### src/rtl/imem_fetch_ctrl.sv
// Instruction-fetch sequencer: owns the PC, issues IMEM reads, and buffers responses in a 2-entry FIFO.
// Optional build macro FETCH_ALIGN_CHECK_EN turns misaligned redirects into a sticky fetch fault.
module imem_fetch_ctrl #(
    parameter logic [31:0] RESET_PC = 32'h0000_0000
) (
    input  logic        CLK,
    input  logic        RST,
    input  logic        redirect_valid,
    input  logic [31:0] redirect_pc,
    output logic [31:0] imem_addr,
    input  logic [31:0] imem_instr,
    output logic        out_valid,
    input  logic        out_ready,
    output logic [31:0] out_pc,
    output logic [31:0] out_instr,
    output logic        fetch_fault
);

    logic [31:0] pc_q;
    logic [31:0] req_pc_q;
    logic        inflight_q;
    logic [1:0]  count_q;
    logic [31:0] fifo_pc_q    [2];
    logic [31:0] fifo_instr_q [2];
    logic        fault_q;

    logic [31:0] redir_tgt;
    logic        redir_bad;
    logic        redir_ok;
    logic        pop;
    logic        push;
    logic        issue;
    logic        credit_ok;
    logic [2:0]  occupancy;
    logic [1:0]  count_after_pop;

`ifdef FETCH_ALIGN_CHECK_EN
    assign redir_tgt = redirect_pc;
    assign redir_bad = redirect_valid & (redirect_pc[1:0] != 2'b00);
`else
    logic unused_low_bits;
    assign unused_low_bits = ^redirect_pc[1:0];
    assign redir_tgt       = {redirect_pc[31:2], 2'b00};
    assign redir_bad       = 1'b0;
`endif

    assign redir_ok  = redirect_valid & ~redir_bad;
    assign imem_addr = redirect_valid ? redir_tgt : pc_q;

    assign out_valid   = (count_q != 2'd0);
    assign out_pc      = fifo_pc_q[0];
    assign out_instr   = fifo_instr_q[0];
    assign fetch_fault = fault_q;

    assign pop = out_valid & out_ready;

    // Credits cover both buffered entries and the response still on its way from IMEM.
    assign occupancy       = {1'b0, count_q} + {2'b00, inflight_q} - {2'b00, pop};
    assign credit_ok       = (occupancy < 3'd2);
    assign issue           = redirect_valid ? redir_ok : (credit_ok & ~fault_q);
    assign push            = inflight_q & ~redirect_valid;
    assign count_after_pop = count_q - {1'b0, pop};

    always_ff @(posedge CLK) begin
        if (RST) begin
            pc_q       <= RESET_PC;
            req_pc_q   <= RESET_PC;
            inflight_q <= 1'b0;
            count_q    <= '0;
            fault_q    <= 1'b0;
            for (int unsigned i = 0; i < 2; i++) begin
                fifo_pc_q[i]    <= '0;
                fifo_instr_q[i] <= '0;
            end
        end else begin
            inflight_q <= issue;
            if (issue) begin
                req_pc_q <= imem_addr;
                pc_q     <= imem_addr + 32'd4;
            end
            if (redirect_valid) begin
                count_q <= '0;
                fault_q <= redir_bad;
            end else begin
                if (pop) begin
                    fifo_pc_q[0]    <= fifo_pc_q[1];
                    fifo_instr_q[0] <= fifo_instr_q[1];
                end
                // Written after the shift so a push into the freed head slot takes precedence.
                if (push) begin
                    fifo_pc_q[count_after_pop[0]]    <= req_pc_q;
                    fifo_instr_q[count_after_pop[0]] <= imem_instr;
                end
                count_q <= count_after_pop + {1'b0, push};
            end
        end
    end

endmodule

### config.mk
export PLATFORM = sky130hd
export DESIGN_NAME = imem_fetch_ctrl
export DESIGN_NICKNAME = d
export VERILOG_FILES = /design/src/rtl/imem_fetch_ctrl.sv
export SDC_FILE = /design/constraint.sdc
export NUM_CORES = 1
export LEC_CHECK = 0
export ABC_AREA = 0
export CORE_ASPECT_RATIO = 1.25
export CORE_UTILIZATION = 68
export CTS_CLUSTER_DIAMETER = 100
export DETAILED_ROUTE_END_ITERATION = 10
export DONT_BUFFER_PORTS = 1
export GPL_TIMING_DRIVEN = 0
export PLACE_DENSITY = 0.94
export SYNTH_ARGS = -nofsm -noshare
export SYNTH_HDL_FRONTEND = slang
export SYNTH_SLANG_ARGS = --single-unit
### constraint.sdc
create_clock -name CLK -period 17.8 [get_ports CLK]
set_input_delay 3.56 -clock CLK [delete_from_list [all_inputs] [get_ports CLK]]
set_output_delay 3.56 -clock CLK [all_outputs]
set_load 0.01 [all_outputs]
# After elaboration in Yosys (flattened, before gate mapping)

Memory sizes are Yosys's and may differ from the RTL's.
Cells that the tools add are included.

Memory bits (writable): 128
Bits in registers: 67
Memories kept: 2
Output and inout bits: 98
Word-level logic and storage cells: 41

Bitwise operators: 5
Add/sub/neg operators: 5
Multiplexer cells: 20
$lt $le $gt $ge: 1
Reduce and logical (&&, ||, !) cells: 4

Memory list:

| name         | words | width | rd ports | clocked after Yosys merged registers in | wr ports | RTL line | source |
|---|---|---|---|---|---|---|---|
| fifo_instr_q | 2     | 32    | 2        | 0                                       | 2        | 24       | `logic [31:0] fifo_instr_q [2];` |
| fifo_pc_q    | 2     | 32    | 2        | 0                                       | 2        | 23       | `logic [31:0] fifo_pc_q [2];` |

Operators with widths:

| kind                                                                  | number |
|---|---|
| 32-bit 2-to-1 mux                                                     | 5 |
| 32-bit OR reduction                                                   | 2 |
| 32-bit by 3-bit adder with 32-bit output (second input constant)      | 1 |
| 1-bit 2-to-1 mux                                                      | 15 |
| 2-bit by 1-bit adder with 3-bit output                                | 1 |
| 3-bit by 2-bit < comparator with 1-bit output (second input constant) | 1 |
| 3-bit by 1-bit subtractor with 3-bit output                           | 1 |
| 2-bit by 1-bit adder with 2-bit output                                | 1 |
| 1-bit bitwise AND                                                     | 2 |
| 1-bit OR                                                              | 2 |
| 2-bit nonzero test                                                    | 1 |
| 2-bit OR reduction                                                    | 1 |
| 2-bit by 1-bit subtractor with 2-bit output                           | 1 |
| 1-bit inverter                                                        | 1 |

# Depth between registers and ports, before layout

Word-level depth: 8
Depth in mapped cells: 15
Gate-level depth less buffers: 12

# Worst setup path after synthesis

Ideal clock, no wire load.

Kind: input -> register
Start point: input redirect_valid
End point: memory fifo_instr_q[1][0] (enable)
Stages: 6
Library setup time: 0.574 ns
Path slack: 8.520 ns
Arrival: 8.705 ns
Path through: buf_6 buf_6 buf_6 nor2_1 nand2_1 o21ai_0

RTL lines:

| what            | RTL line | source |
|---|---|---|
| start, declared | 8        | `input logic redirect_valid,` |
| end, declared   | 24       |  |

# Worst setup path in the final report

Start point: input redirect_valid
End point: output imem_addr[13]

Longest elaborated chain between the ends: 1

Ends and longest elaborated chain:

| what              | RTL line | source |
|---|---|---|
| 32-bit 2-to-1 mux | 48       | `assign imem_addr = redirect_valid ? redir_tgt : pc_q;` |
| end, declared     | 10       | `output logic [31:0] imem_addr,` |

No other way between the ends.

==> flow_summary.yaml <==
run_status:
  status: "finished clean"
timing:
  tns_ps: 0
  skew_ps: 13.33
  fin_hold_ws_ps: 486.0
  hold_violations: 0
  fin_crit_sh_pct: 51.13
  setup_slack_ps: 8698
  rsz0062_at_grt: "no"
  maxSlewHeadroom_pct: 20.17
  fmax_ghz: 0.1099
  slew_viol_final: 0
  timing_worst_slew_pin_value_ps: 1188
  setup_viol: 0
  period_needed_ps: 9102
layout:
  fill_cells: 700
  seqCellArea_um2: 5145
  antenna_cells: 0
  areaGrowthSynthToFinish_pct: 10.40
  nets: 839
  multi_input_area_um2: 3156
  final_core_util_pct: 77.83
  fin_cells: 942
  drive_gt1_share_pct: 8.612
power_and_ir_drop:
  swShare_pct: 28.72
  p_leak_nw: 3.756
  powerDensity_nw_per_um2: 109.1
  p_int_mw: 0.7429
  p_sw_mw: 0.2993
  clkPwrFrac_pct: 36.7
  pwr-share-comb_pct: 10.9
  ir_worst_vdd_mv: 0.06400
  pwr-share-seq_pct: 52.4
placed_design:
  port_buffers: 0
  dp_hpwl_um: 15830
  post-place-ws_ps: 8693
  gp_congestion: 0.9404
  place_inst: 910
route:
  ant_nets: 0
  wl_um: 23230
  dr.pass1.iters: 6
  drtIter0Drc: 608
  vias: 6403
  routedWlPerCell_um: 24.66
  viasPerCell: 6.797
  drc: 0
worst_setup_path:
  critPathSlowestCell: "mux2i_1"
  start_kind: "primary input"
  crit_path_cell_trace: "buf_6 -> buf_6 -> buf_6 -> buf_4 -> buf_4 -> buf_2 -> mux2i_1 -> inv_1"
  critPathMaxFanout: 10
  crit_path_frequent_cell: "buf_6"
  slowest_delay_ps: 550
  cp-end-kind: "primary output"
  crit_type: "in -> out"
  cp.arrival_ps: 5540
  cp.required_ps: 14240
clocking:
  ctsResizeCount: 0
  htreeDepth: 4
  cts_buffer_depth: 2
  cts_hold_buf: 0
  cts_sinks: 193
  cts_made_buffers: 17
  postCtsSetupBuffers: 0
  cts_tree: "yes"
  insertion_delay_ps: 440
  clockRootBuffer: "clkbuf_16"
  clkTransAtPathRegs_ps: 70
synthesis:
  syn_area_um2: 8653
  ys_top_cells_by_area: "edfxtp_1 (44%), dfxtp_1 (15%), a22o_1 (6.5%), and2_1 (4.9%), mux2i_1 (2.7%)"
  syn_area_per_cell_um2: 11.65
  ys.flop_type: "edfxtp_1"
  synth-seq-cells: 193
  asyncSetResetFlopFracSynth_pct: 0
  synth_cell_types: 56
  synth_seq_area_share_pct: 59.46
  synth_fp_nets: 817
  yosys_warnings: 0
  synth_edf_count: 128
  synth_common_cells: "edfxtp_1 (128), and2_1 (68), dfxtp_1 (65), a22o_1 (64), nand2_1 (50)"
  synthCells: 743
  yosysTopAreaCell: "edfxtp_1"
  yosysMostFrequentCell: "edfxtp_1"
  yosysTopAreaCellShare_pct: 44.42
run:
  cap_violations: 0
global_routing:
  grt_pass1_wl_um: 35030
  grt_pass1_vias: 6437
  grt_usage_pct: 36.10
  grt_max_degree: 35
  antenna_found_initial: 0
  grt-ovfl-total: 0
floorplanning:
  start_util_pct: 70.50
  dieHeight_um: 128.1
  fp-row-count: 45
  die_x_um: 102.9
  die_area_um2: 13180
  io-pin-count: 166
  placeableCoreArea_um2: 12270
worst_hold_path:
  hp-class: "reg -> reg"
-- final cells by class --
cell class / count / area share, %
buffer: 55 / 2.698
clock buffer: 17 / 4.453
clock inverter: 15 / 1.807
inverter: 33 / 1.297
multi-input combinational: 462 / 33.03
sequential: 193 / 53.86
tap: 164 / 2.148
timing repair buffer: 3 / 0.7073
-- cells by family (layout without fill, tap and decap cells) --
kind of cell | after synthesis | in the layout | synth area share, %
simple gates | 258 | 258 | 16.22
fa+ha+maj | 6 | 6 | 0.9543
compound gates | 153 | 153 | 13.95
xor+xnor | 15 | 15 | 1.518
other cells | 1 | 1 | 0.04334
flops | 193 | 193 | 59.46
mux | 29 | 29 | 3.441
buf+inv | 88 | 123 | 4.410
-- power groups by stage --
stage                     registers [mW]  logic (mW)  clock network (mW)
after global routing               0.550       0.123               0.401
final                              0.546       0.114               0.382
after CTS                          0.545       0.112               0.382
after detailed placement           0.554       0.110                   0
after global placement             0.555       0.101                   0
after floorplan                    0.548      0.0779                   0
-- state kept, by name, summed over array words and instances, names as in the netlist --
register,cells
fifo_pc_q,64
count_q,2
fifo_instr_q,64
inflight_q,1
req_pc_q,30
pc_q,32
-- through the flow --
stage	cell area [um^2]	total power, mW
5_1_grt	9553	1.073
6_report	9553	1.042
3_5_place_dp	8955	0.6637
3_3_place_gp	8859	0.6564
2_1_floorplan	8653	0.6262
4_1_cts	9553	1.039
-- per-layer routing --
layer,routed length (um),track usage [%],vias up
met1,8468,42.47,3056
met4,897,17.23,0
met3,2531,10.74,84
met2,11330,60.04,448
li1,-,-,2815
met5,0,0,-
-- critical path: cells and delay by family --
| family | cells | cell delay [ps] |
|---|---|---|
| buf+inv | 7 | 1400 |
| mux | 1 | 550 |
-- path summary, 6_finish.rpt --
kind                         to            from  slack (ps)  cells after the start
setup / recovery  imem_addr[13]  redirect_valid        8700                      8
hold / removal          pc_q[7]         pc_q[7]         490                      2
setup reg to reg   req_pc_q[26]      count_q[1]       13930                     13
hold reg to reg         pc_q[7]         pc_q[7]         490                      2
-- cell usage in the layout, fill, tap and decap left out, drive strengths merged, types with 5 or more instances in the layout --
cell	instances
buf	32
xnor2	14
nor2	44
nand2	50
a21oi	14
a211oi	26
nand3b	9
a22o	64
ha	5
nand4	11
and3	7
o22ai	7
dfxtp	65
a311o	6
nand3	30
clkbuf	43
a22oi	6
mux2	6
o21ai	7
clkinv	6
mux2i	23
a31oi	5
inv	42
edfxtp	128
nor4	9
nor3	12
and2	68
Power figures use the tool's default switching activity.
